$ cat src/rtl/debug_pkg.sv
// -----------------------------------------------------------------------------
// debug_pkg
// Shared definitions for the MIPS debug controllers: request-selector width,
// controller ID map, index-width helpers and the frame/padding arithmetic used
// by every controller that streams a wide word as fixed-size frames.
// No ports (package).
// -----------------------------------------------------------------------------
package debug_pkg;

    localparam int NB_REQUEST_SELECT = 6;

    // Controller ID map. ID_NONE is never a valid controller and doubles as
    // the "no previous request" value of every request-edge detector.
    localparam logic [NB_REQUEST_SELECT-1:0] ID_NONE                  = 6'h3F;
    localparam logic [NB_REQUEST_SELECT-1:0] ID_FRAME_SERIALIZER_BASE = 6'h00;

    // Ceiling log2; clog2(1) = 0.
    function automatic int clog2(input int value);
        int result = 0;
        int v      = value - 1;
        while (v > 0) begin
            result++;
            v = v >> 1;
        end
        return result;
    endfunction

    // Width of an index selecting one of `count` items, never narrower than 1.
    function automatic int nb_index(input int count);
        return (count > 1) ? clog2(count) : 1;
    endfunction

    // Number of nb_frame-bit frames needed to carry nb_data bits.
    function automatic int n_words(input int nb_data, input int nb_frame);
        return (nb_data + nb_frame - 1) / nb_frame;
    endfunction

    // Zero bits added above the data to fill the last frame.
    function automatic int nb_padding(input int nb_data, input int nb_frame);
        return n_words(nb_data, nb_frame) * nb_frame - nb_data;
    endfunction

    typedef enum logic {
        ST_IDLE = 1'b0,
        ST_SEND = 1'b1
    } serializer_state_t;

endpackage

$ cat src/rtl/debug_request_decode.sv
// -----------------------------------------------------------------------------
// debug_request_decode
// Decodes the debug interface request selector against a contiguous range of
// controller IDs and flags a new request whenever the selector moves onto an
// in-range ID different from the one seen on the previous clock.
//
// Ports:
//   i_clock           clock, all state on posedge
//   i_reset_n         asynchronous active-low reset
//   i_request_select  request ID from the debug interface
//   o_edge            new in-range request this cycle (combinational)
//   o_channel         channel index (selector - base), valid with o_edge
// -----------------------------------------------------------------------------
module debug_request_decode
    import debug_pkg::*;
#(
    parameter int                           N_CHANNELS         = 4,
    parameter logic [NB_REQUEST_SELECT-1:0] CONTROLLER_ID_BASE = ID_FRAME_SERIALIZER_BASE,
    parameter int                           NB_CH              = nb_index(N_CHANNELS)
) (
    input  logic                         i_clock,
    input  logic                         i_reset_n,
    input  logic [NB_REQUEST_SELECT-1:0] i_request_select,
    output logic                         o_edge,
    output logic [NB_CH-1:0]             o_channel
);

    localparam int                  NB_OFFSET  = NB_REQUEST_SELECT + 1;
    localparam logic [NB_OFFSET-1:0] N_CH_LIMIT = NB_OFFSET'(N_CHANNELS);

    logic [NB_REQUEST_SELECT-1:0] r_sel_prev;
    logic [NB_OFFSET-1:0]         w_offset;
    logic                         w_in_range;

    // Resetting to ID_NONE makes a selector held on a valid ID through reset
    // look like a fresh request once reset is released.
    // NOTE: state registers use non-blocking (<=) so every flop samples the
    // pre-edge values of the others; blocking here would create order races.
    always_ff @(posedge i_clock or negedge i_reset_n) begin
        if (!i_reset_n) begin
            r_sel_prev <= ID_NONE;
        end else begin
            r_sel_prev <= i_request_select;
        end
    end

    // One extra bit turns the two-sided range test into a single unsigned
    // compare: selectors below the base wrap to a large offset.
    assign w_offset   = {1'b0, i_request_select} - {1'b0, CONTROLLER_ID_BASE};
    assign w_in_range = (w_offset < N_CH_LIMIT);
    assign o_edge     = w_in_range && (i_request_select != r_sel_prev);
    assign o_channel  = w_offset[NB_CH-1:0];

endmodule

$ cat src/rtl/debug_frame_serializer.sv
// -----------------------------------------------------------------------------
// debug_frame_serializer
// Multi-channel debug latch controller. A new request snapshots the selected
// channel's data word and streams it LSB frame first over a valid/ready link,
// marking the final frame. One request arriving mid-transfer is parked in a
// single pending slot (newest wins) and served back-to-back with no bubble.
//
// Ports:
//   i_clock               clock, all state on posedge
//   i_reset_n             asynchronous active-low reset
//   i_request_select      request ID from the debug interface
//   i_data_from_mips      N_CHANNELS packed data words, channel k at k*NB_INPUT_SIZE
//   i_ready               interface accepts the current frame
//   o_frame_to_interface  current frame, zero while o_valid is low
//   o_valid               frame valid
//   o_last                current frame is the final frame of the snapshot
//   o_channel             channel being sent
//   o_busy                transfer in progress or request pending
//   o_done                one-cycle pulse after the final frame handshake
//   o_overrun             one-cycle pulse after a pending request is replaced
// -----------------------------------------------------------------------------
module debug_frame_serializer
    import debug_pkg::*;
#(
    parameter int                           NB_LATCH           = 32,
    parameter int                           NB_INPUT_SIZE      = 64,
    parameter int                           N_CHANNELS         = 4,
    parameter logic [NB_REQUEST_SELECT-1:0] CONTROLLER_ID_BASE = ID_FRAME_SERIALIZER_BASE,
    localparam int                          NB_CH              = nb_index(N_CHANNELS)
) (
    input  logic                                i_clock,
    input  logic                                i_reset_n,
    input  logic [NB_REQUEST_SELECT-1:0]        i_request_select,
    input  logic [N_CHANNELS*NB_INPUT_SIZE-1:0] i_data_from_mips,
    input  logic                                i_ready,
    output logic [NB_LATCH-1:0]                 o_frame_to_interface,
    output logic                                o_valid,
    output logic                                o_last,
    output logic [NB_CH-1:0]                    o_channel,
    output logic                                o_busy,
    output logic                                o_done,
    output logic                                o_overrun
);

    localparam int              N_WORDS    = n_words(NB_INPUT_SIZE, NB_LATCH);
    localparam int              NB_PADDING = nb_padding(NB_INPUT_SIZE, NB_LATCH);
    localparam int              NB_SNAP    = N_WORDS * NB_LATCH;
    localparam int              NB_PTR     = nb_index(N_WORDS);
    localparam logic [NB_PTR-1:0] PTR_LAST = NB_PTR'(N_WORDS - 1);

    // The top ID must stay below ID_NONE, otherwise the post-reset edge
    // detection on that channel would be lost.
    generate
        if ((N_CHANNELS < 1) ||
            (int'(CONTROLLER_ID_BASE) + N_CHANNELS - 1 >= int'(ID_NONE))) begin : g_bad_id_map
            $error("debug_frame_serializer: controller ID range overlaps ID_NONE or is empty");
        end
    endgenerate

    serializer_state_t  r_state, w_state_next;
    logic [NB_PTR-1:0]  r_ptr, w_ptr_next;
    logic [NB_SNAP-1:0] r_snapshot, w_snapshot_next;
    logic [NB_CH-1:0]   r_channel, w_channel_next;
    logic               r_pend_valid, w_pend_valid_next;
    logic [NB_CH-1:0]   r_pend_ch, w_pend_ch_next;
    logic               r_done, w_done_next;
    logic               r_overrun, w_overrun_next;

    logic                     w_edge;
    logic [NB_CH-1:0]         w_edge_ch;
    logic                     w_sending;
    logic                     w_handshake;
    logic                     w_final;
    logic                     w_load;
    logic [NB_CH-1:0]         w_serve_ch;
    logic [NB_INPUT_SIZE-1:0] w_serve_data;
    logic [NB_SNAP-1:0]       w_serve_snap;
    logic [NB_LATCH-1:0]      w_word;

    debug_request_decode #(
        .N_CHANNELS         (N_CHANNELS),
        .CONTROLLER_ID_BASE (CONTROLLER_ID_BASE),
        .NB_CH              (NB_CH)
    ) u_decode (
        .i_clock          (i_clock),
        .i_reset_n        (i_reset_n),
        .i_request_select (i_request_select),
        .o_edge           (w_edge),
        .o_channel        (w_edge_ch)
    );

    assign w_sending   = (r_state == ST_SEND);
    assign w_handshake = w_sending && i_ready;
    assign w_final     = w_handshake && (r_ptr == PTR_LAST);

    // A fresh edge always beats the pending slot; the slot is only consulted
    // on the final handshake when no new request arrives in the same cycle.
    assign w_serve_ch = (w_final && !w_edge) ? r_pend_ch : w_edge_ch;

    always_comb begin
        w_serve_data = '0;
        for (int c = 0; c < N_CHANNELS; c++) begin
            if (w_serve_ch == NB_CH'(c)) begin
                w_serve_data = i_data_from_mips[c*NB_INPUT_SIZE +: NB_INPUT_SIZE];
            end
        end
    end

    generate
        if (NB_PADDING > 0) begin : g_pad
            assign w_serve_snap = {{NB_PADDING{1'b0}}, w_serve_data};
        end else begin : g_no_pad
            assign w_serve_snap = w_serve_data;
        end
    endgenerate

    always_comb begin
        w_word = '0;
        for (int w = 0; w < N_WORDS; w++) begin
            if (r_ptr == NB_PTR'(w)) begin
                w_word = r_snapshot[w*NB_LATCH +: NB_LATCH];
            end
        end
    end

    always_ff @(posedge i_clock or negedge i_reset_n) begin
        if (!i_reset_n) begin
            r_state      <= ST_IDLE;
            r_ptr        <= '0;
            // NOTE: the snapshot is a plain register bank, not a RAM, so it
            // takes the async reset like any other flop and never holds
            // stale channel data across a reset.
            r_snapshot   <= '0;
            r_channel    <= '0;
            r_pend_valid <= 1'b0;
            r_pend_ch    <= '0;
            r_done       <= 1'b0;
            r_overrun    <= 1'b0;
        end else begin
            r_state      <= w_state_next;
            r_ptr        <= w_ptr_next;
            r_snapshot   <= w_snapshot_next;
            r_channel    <= w_channel_next;
            r_pend_valid <= w_pend_valid_next;
            r_pend_ch    <= w_pend_ch_next;
            r_done       <= w_done_next;
            r_overrun    <= w_overrun_next;
        end
    end

    always_comb begin
        // NOTE: every signal driven here gets a default first; a path that
        // skipped one would infer a latch.
        w_state_next      = r_state;
        w_ptr_next        = r_ptr;
        w_snapshot_next   = r_snapshot;
        w_channel_next    = r_channel;
        w_pend_valid_next = r_pend_valid;
        w_pend_ch_next    = r_pend_ch;
        w_done_next       = 1'b0;
        w_overrun_next    = 1'b0;
        w_load            = 1'b0;

        case (r_state)
            ST_IDLE: begin
                if (w_edge) begin
                    w_load       = 1'b1;
                    w_state_next = ST_SEND;
                end
            end
            ST_SEND: begin
                if (w_final) begin
                    w_done_next = 1'b1;
                    if (w_edge) begin
                        w_load = 1'b1;
                    end else if (r_pend_valid) begin
                        w_load            = 1'b1;
                        w_pend_valid_next = 1'b0;
                    end else begin
                        w_state_next = ST_IDLE;
                    end
                end else begin
                    if (w_handshake) begin
                        w_ptr_next = r_ptr + 1'b1;
                    end
                    if (w_edge) begin
                        w_overrun_next    = r_pend_valid;
                        w_pend_valid_next = 1'b1;
                        w_pend_ch_next    = w_edge_ch;
                    end
                end
            end
            default: begin
                w_state_next = ST_IDLE;
            end
        endcase

        // Data is sampled live when service starts, not when a request is parked.
        if (w_load) begin
            w_snapshot_next = w_serve_snap;
            w_ptr_next      = '0;
            w_channel_next  = w_serve_ch;
        end
    end

    assign o_valid              = w_sending;
    assign o_frame_to_interface = w_sending ? w_word : '0;
    assign o_last               = w_sending && (r_ptr == PTR_LAST);
    assign o_channel            = r_channel;
    assign o_busy               = w_sending || r_pend_valid;
    assign o_done               = r_done;
    assign o_overrun            = r_overrun;

endmodule

$ cat config.mk
export PLATFORM = sky130hd
export DESIGN_NAME = debug_frame_serializer
export DESIGN_NICKNAME = d
export VERILOG_FILES = /design/src/rtl/debug_pkg.sv /design/src/rtl/debug_request_decode.sv /design/src/rtl/debug_frame_serializer.sv
export SDC_FILE = /design/constraint.sdc
export NUM_CORES = 1
export LEC_CHECK = 0
export CAP_MARGIN = 30
export CORE_MARGIN = 10
export CORE_UTILIZATION = 39
export CTS_BUF_LIST = sky130_fd_sc_hd__clkbuf_4
export DETAILED_ROUTE_END_ITERATION = 16
export PLACE_DENSITY_LB_ADDON = 0.12
export SETUP_SLACK_MARGIN = 0.05
export SYNTH_ARGS = -nofsm -noshare
export SYNTH_HDL_FRONTEND = slang
export SYNTH_SLANG_ARGS = --single-unit
$ cat constraint.sdc
create_clock -name i_clock -period 2.8 [get_ports i_clock]
set_input_delay 0.28 -clock i_clock [delete_from_list [all_inputs] [get_ports i_clock]]
set_output_delay 0.28 -clock i_clock [all_outputs]
set_load 0.02 [all_outputs]
# After elaboration in Yosys (flattened, before gate mapping)
# Index checks and enable logic that the tools add are counted.
# Widths: inputs -> output; s select.
# classes
magnitude_cmp	1
bitwise_logic	2
muxes	25
eq_ne	5
addsub	1
n_reduce_logical	14
# ops
operator	count
$mux 64	4
$mux 32	2
$mux 1	16
$lt 6x3->1 const B	1
$ne 6x6->1	1
$reduce_and 3->1	2
$reduce_bool 2->1	3
$logic_and 1x1->1	5
$eq 2x2->1 const B	2
$pmux 1 s2	2
$eq 2x1->1 const B	1
$logic_not 2->1	1
$mux 2	1
$ne 2x1->1 const B	1
$not 1->1	2
$reduce_and 2->1	1
$add 1x1->1 const B	1
$logic_not 1->1	1
$logic_or 1x1->1	1
# word_totals
input_bits	265
elab_cells	57
ff_bits	79
output_inout_bits	39

# Logic depth before layout (Yosys ltp)
# logic_depth
word_depth	10
mapped_depth	8
ltp_nobuf	6

# By module
# Synthesis repeated with hierarchy kept, for this count alone.
# hier_totals
hier_cells	717
area_unflattened_um2	6070.8
# modules_own_cells
mod	instances	area_per_inst_um2	seq_area_each_um2	cells_each
debug_frame_serializer	1	5825.6	1826.8	701
debug_request_decode	1	245.2	157.7	16

# Least setup slack after synthesis
# Ideal clock, no wire load.
# synth_path
path_type	register to register
from	reg u_decode.r_sel_prev[3]
to	reg r_snapshot[10]
n_path_buf	2
arrival_ns	1.863
path_stages_with_launch	8
setup_time_ns	0.142
t_required_ns	2.658
period_less_slack_ns	2.006
path_slack_ns	0.794
path_cell_list	dfstp_2 -> xnor2_1 -> nand4_1 -> o311ai_2 -> buf_6 -> buf_4 -> mux2i_1 -> o221ai_1
# synth_via
elab_chain_len	10
elab_cells_between_ends	17
classes_between	eq/ne (4); mux (9); reduce/logical (4)
# synth_lines
element	line	source
start, declared	debug_request_decode.sv:31	logic [NB_REQUEST_SELECT-1:0] r_sel_prev;
start signal, assigned	debug_request_decode.sv:43	r_sel_prev <= i_request_select;
$ne 6x6->1 *	debug_request_decode.sv:51	assign o_edge = w_in_range && (i_request_select != r_sel_prev);
$logic_and 1x1->1 *	debug_request_decode.sv:51	
$logic_not 1->1	debug_frame_serializer.sv:98	assign w_serve_ch = (w_final && !w_edge) ? r_pend_ch : w_edge_ch;
$logic_and 1x1->1	debug_frame_serializer.sv:98	
$mux 2	debug_frame_serializer.sv:98	
$logic_not 2->1	debug_frame_serializer.sv:103	if (w_serve_ch == NB_CH'(c)) begin
$mux 64 (4 in series)	debug_frame_serializer.sv:103	
end signal, assigned	debug_frame_serializer.sv:142	r_snapshot <= w_snapshot_next;
end, declared	debug_frame_serializer.sv:62	logic [NB_SNAP-1:0] r_snapshot, w_snapshot_next;
# Every way passes the cells marked *; elsewhere a longest branch is shown, timed or not.
# A chain may end at the register's enable or synchronous reset.

# Final worst setup path
# layout_path
from	reg r_ptr
to	out o_frame_to_interface[12]
# layout_via
elab_chain_len	2
# layout_lines
element	line	source
start, declared	debug_frame_serializer.sv:61	logic [NB_PTR-1:0] r_ptr, w_ptr_next;
start signal, assigned	debug_frame_serializer.sv:141	r_ptr <= w_ptr_next;
$mux 32	debug_frame_serializer.sv:120	if (r_ptr == NB_PTR'(w)) begin
$mux 32	debug_frame_serializer.sv:207	assign o_frame_to_interface = w_sending ? w_word : '0;
end, declared	debug_frame_serializer.sv:36	output logic [NB_LATCH-1:0] o_frame_to_interface,
# No other way between the ends.

==> flow_summary.ini <==
[global_route]
grt_pass1_wl_um = 30900
grt_max_degree = 45
grt_pass1_vias = 5673
overflow = 0
grt_usage_pct = 21.5
antenna_found_initial = 2

[synthesis]
syn_nets = 747
netlist.area_leader.share_pct = 35.6
syn_area_um2 = 5130
netlist_top_cells_area = dfrtp_1, mux2i_1, o221ai_1
postSynthAreaPerCell_um2 = 10.6
synthMuxAreaShare_pct = 31.9
yosys_warnings = 0
yosys_most_used_dff = dfrtp_1
synth_top_family_by_area = multiplexers
synth_seq_cells = 79
yosysSeqAreaShare_pct = 38.7
yosysTopAreaCell = dfrtp_1
synth_xor_xnor_area_share_pct = 1.03
syn_inst = 482
synth_edf_count = 0
synth-compound-area-share_pct = 13.3
synth_async_sr_flop_share_pct = 100
synthAdderAreaFrac_pct = 0
netlist-cell-type-count = 32
synth-simple-area-share_pct = 10.4

[sta]
rsz0062_at_grt = no
setup_viol = 0
worst_slack_ns = 0.246
fmax_mhz = 392
fin_crit_ns = 2.55
slew_headroom_pct = 66.7
tns_ns = 0
finClkSkew_ns = 0.0161
fin_crit_sh_pct = 91.2
finalMaxSlewViolations = 0
hold_ws_ns = 0.355
hold_viol = 0
worstMarginPinSlew_ns = 0.499

[place]
post-dp-hpwl_um = 16900
placed_cell_area_um2 = 8430
port_buffers = 303
dp_slack_ns = 0.0542
dpl.cell_count = 943
place.gp.congestion = 0.939

[clocking]
root_buffer = clkbuf_4
clk_pin_slew_ns = 0.12
insertion_delay_ns = 0.42
cts_made_buffers = 9
cts_setup_buffers = 0
cts_resized = 0
max-clock-path-buffers = 2
cts_tree = built
htree_levels = 3
cts_sinks = 79

[pwr]
pwr_density_cell_nw_per_um2 = 704
p_int_mw = 3.69
combPwrFrac_pct = 56.5
pwr-share-seq_pct = 32.3
leakage_nw = 3.84
power.share.switching_pct = 38.9
clockPowerShare_pct = 11.2
p_switching_mw = 2.35
irDropWorstVdd_mv = 0.340

[critical_path]
required_ns = 2.52
worstPathMaxFanout = 17
timing.critical_path.from = r_ptr$_DFFE_PN0P_
rr_startpoint = u_decode.r_sel_prev[1]$_DFF_PN1_
start_kind = register
crit_type = register to output port
cp-end-kind = output port
worstPathArrival_ns = 2.27

[hold_path]
holdCritPathClass = input port to register
hold_start = i_request_select[4]

[final_layout]
syn2layout_area_growth_pct = 67.3
drive_gt1_share_pct = 8.12
multi_input_area_um2 = 2920
nFillCells = 1014
fin_area_um2 = 8580
ff_latch_area_um2 = 1990
stdcell_count = 962
nNetsFinal = 1048

[die]
die-width_um = 135
core_area_um2 = 12700
die_h_um = 135
num_rows = 41
die_area_um2 = 18100
pin_count = 304
floorplan.initialDensity_pct = 40.3

[job]
maxCapViolCount = 0

[run_status]
status = finished clean

[detailed_routing]
routed_wirelength_um = 20400
vias_per_cell = 5.29
first_pass_iters = 4
vias = 5091
drc = 0
drt-initial-drc-count = 258
ant_nets = 0
wire_per_inst_um = 21.2
flip-flops by register name, summed over array words and instances (netlist names):
name / flops
r_snapshot: 64
u_decode.r_sel_prev: 6
o_channel: 2
r_pend_ch: 2
o_done: 1
o_overrun: 1
o_valid: 1
r_pend_valid: 1
r_ptr: 1
final timing paths:
| kind | end | slack (ns) | depth (start not counted) |
|---|---|---|---|
| setup reg to reg | r_snapshot[21]$_DFFE_PN0P_ | 0.45 | 7 |
| hold / removal | u_decode.r_sel_prev[4]$_DFF_PN1_ | 0.35 | 1 |
| max in group asynchronous | u_decode.r_sel_prev[0]$_DFF_PN1_ | 1.78 | 3 |
| setup / recovery | o_frame_to_interface[12] | 0.25 | 4 |
| hold reg to reg | r_snapshot[11]$_DFFE_PN0P_ | 0.50 | 2 |
| min in group asynchronous | r_snapshot[0]$_DFFE_PN0P_ | 0.36 | 2 |
repair_timing:
item / 4_1_cts / 5_1_grt
hold endpoints to repair: 31 / 0
hold buffers: 1 / 0
endpoints found under the setup margin: 0 / 0
Yosys cell counts (3+ instances only):
cell,n
buf_1,3
and2_1,3
dfstp_2,6
buf_4,12
nand2_1,68
xnor2_1,6
buf_2,14
dfrtp_1,73
nor2b_1,33
o221ai_1,64
a21oi_1,3
mux2_2,3
mux2i_1,160
nor2_1,3
clkbuf_1,11
through the flow:
stage / util, % / power, mW
2_1_floorplan: - / 3.93
5_1_grt: 67.4 / 6.42
4_1_cts: 67.4 / 6.08
6_report: 67.4 / 6.04
3_5_place_dp: 66.3 / 5.40
3_3_place_gp: 66.1 / 5.30
routing by layer:
layer  vias up  track usage (%)  wire length [um]
met5         -                0                 0
met4         0             7.68               442
met3        25             6.27              1410
met2       231             38.0             10400
met1      2421             23.9              8160
li1       2414                -                 -
cell families after synthesis:
kind of cell	after synthesis
buffers and inverters	43
AOI/OAI and AO/OA	78
xor gates and xnor gates	6
and+or+nand+nor	113
muxes	163
DFF	79
critical path, cell delays in order (launching register included):
cell and delay [ns]:
dfrtp_2 0.57, buf_4 0.38, mux2i_1 0.12, nor2b_1 0.12, clkdlybuf4s50_1 0.66
layout by cell type (no fill, tap or decap), types with 2 or more instances in the layout:
cell type	Yosys	final
buf_4	12	24
dfstp_2	6	6
a21oi_1	3	3
nor2b_1	33	33
dfrtp_1	73	72
diode_2	0	2
buf_12	0	5
clkdlybuf4s50_1	0	302
nand2_1	68	68
nand4_1	2	2
mux2_2	3	3
nor2_1	3	3
and2_1	3	3
clkbuf_4	0	11
mux2i_1	160	160
o221ai_1	64	64
clkinv_2	0	3
xnor2_1	6	6
power groups by stage:
stage / clock network, mW / logic [mW] / registers, mW
2_1_floorplan: 0 / 2.05 / 1.88
3_3_place_gp: 0 / 3.35 / 1.95
3_5_place_dp: 0 / 3.43 / 1.97
4_1_cts: 0.689 / 3.45 / 1.95
5_1_grt: 0.728 / 3.69 / 2.01
6_report: 0.677 / 3.41 / 1.95
area by class of cell:
cell class | count | share of cell area [%]
clock inverters | 5 | 0.569
repair buffers | 332 | 38.6
clock buffers | 11 | 0.963
multi-input cells | 360 | 34.1
flip-flops and latches | 79 | 23.2
diodes | 2 | 0.0584
well taps | 172 | 2.51
inverters | 1 | 0.0438
(Power assumes the default switching activity.)
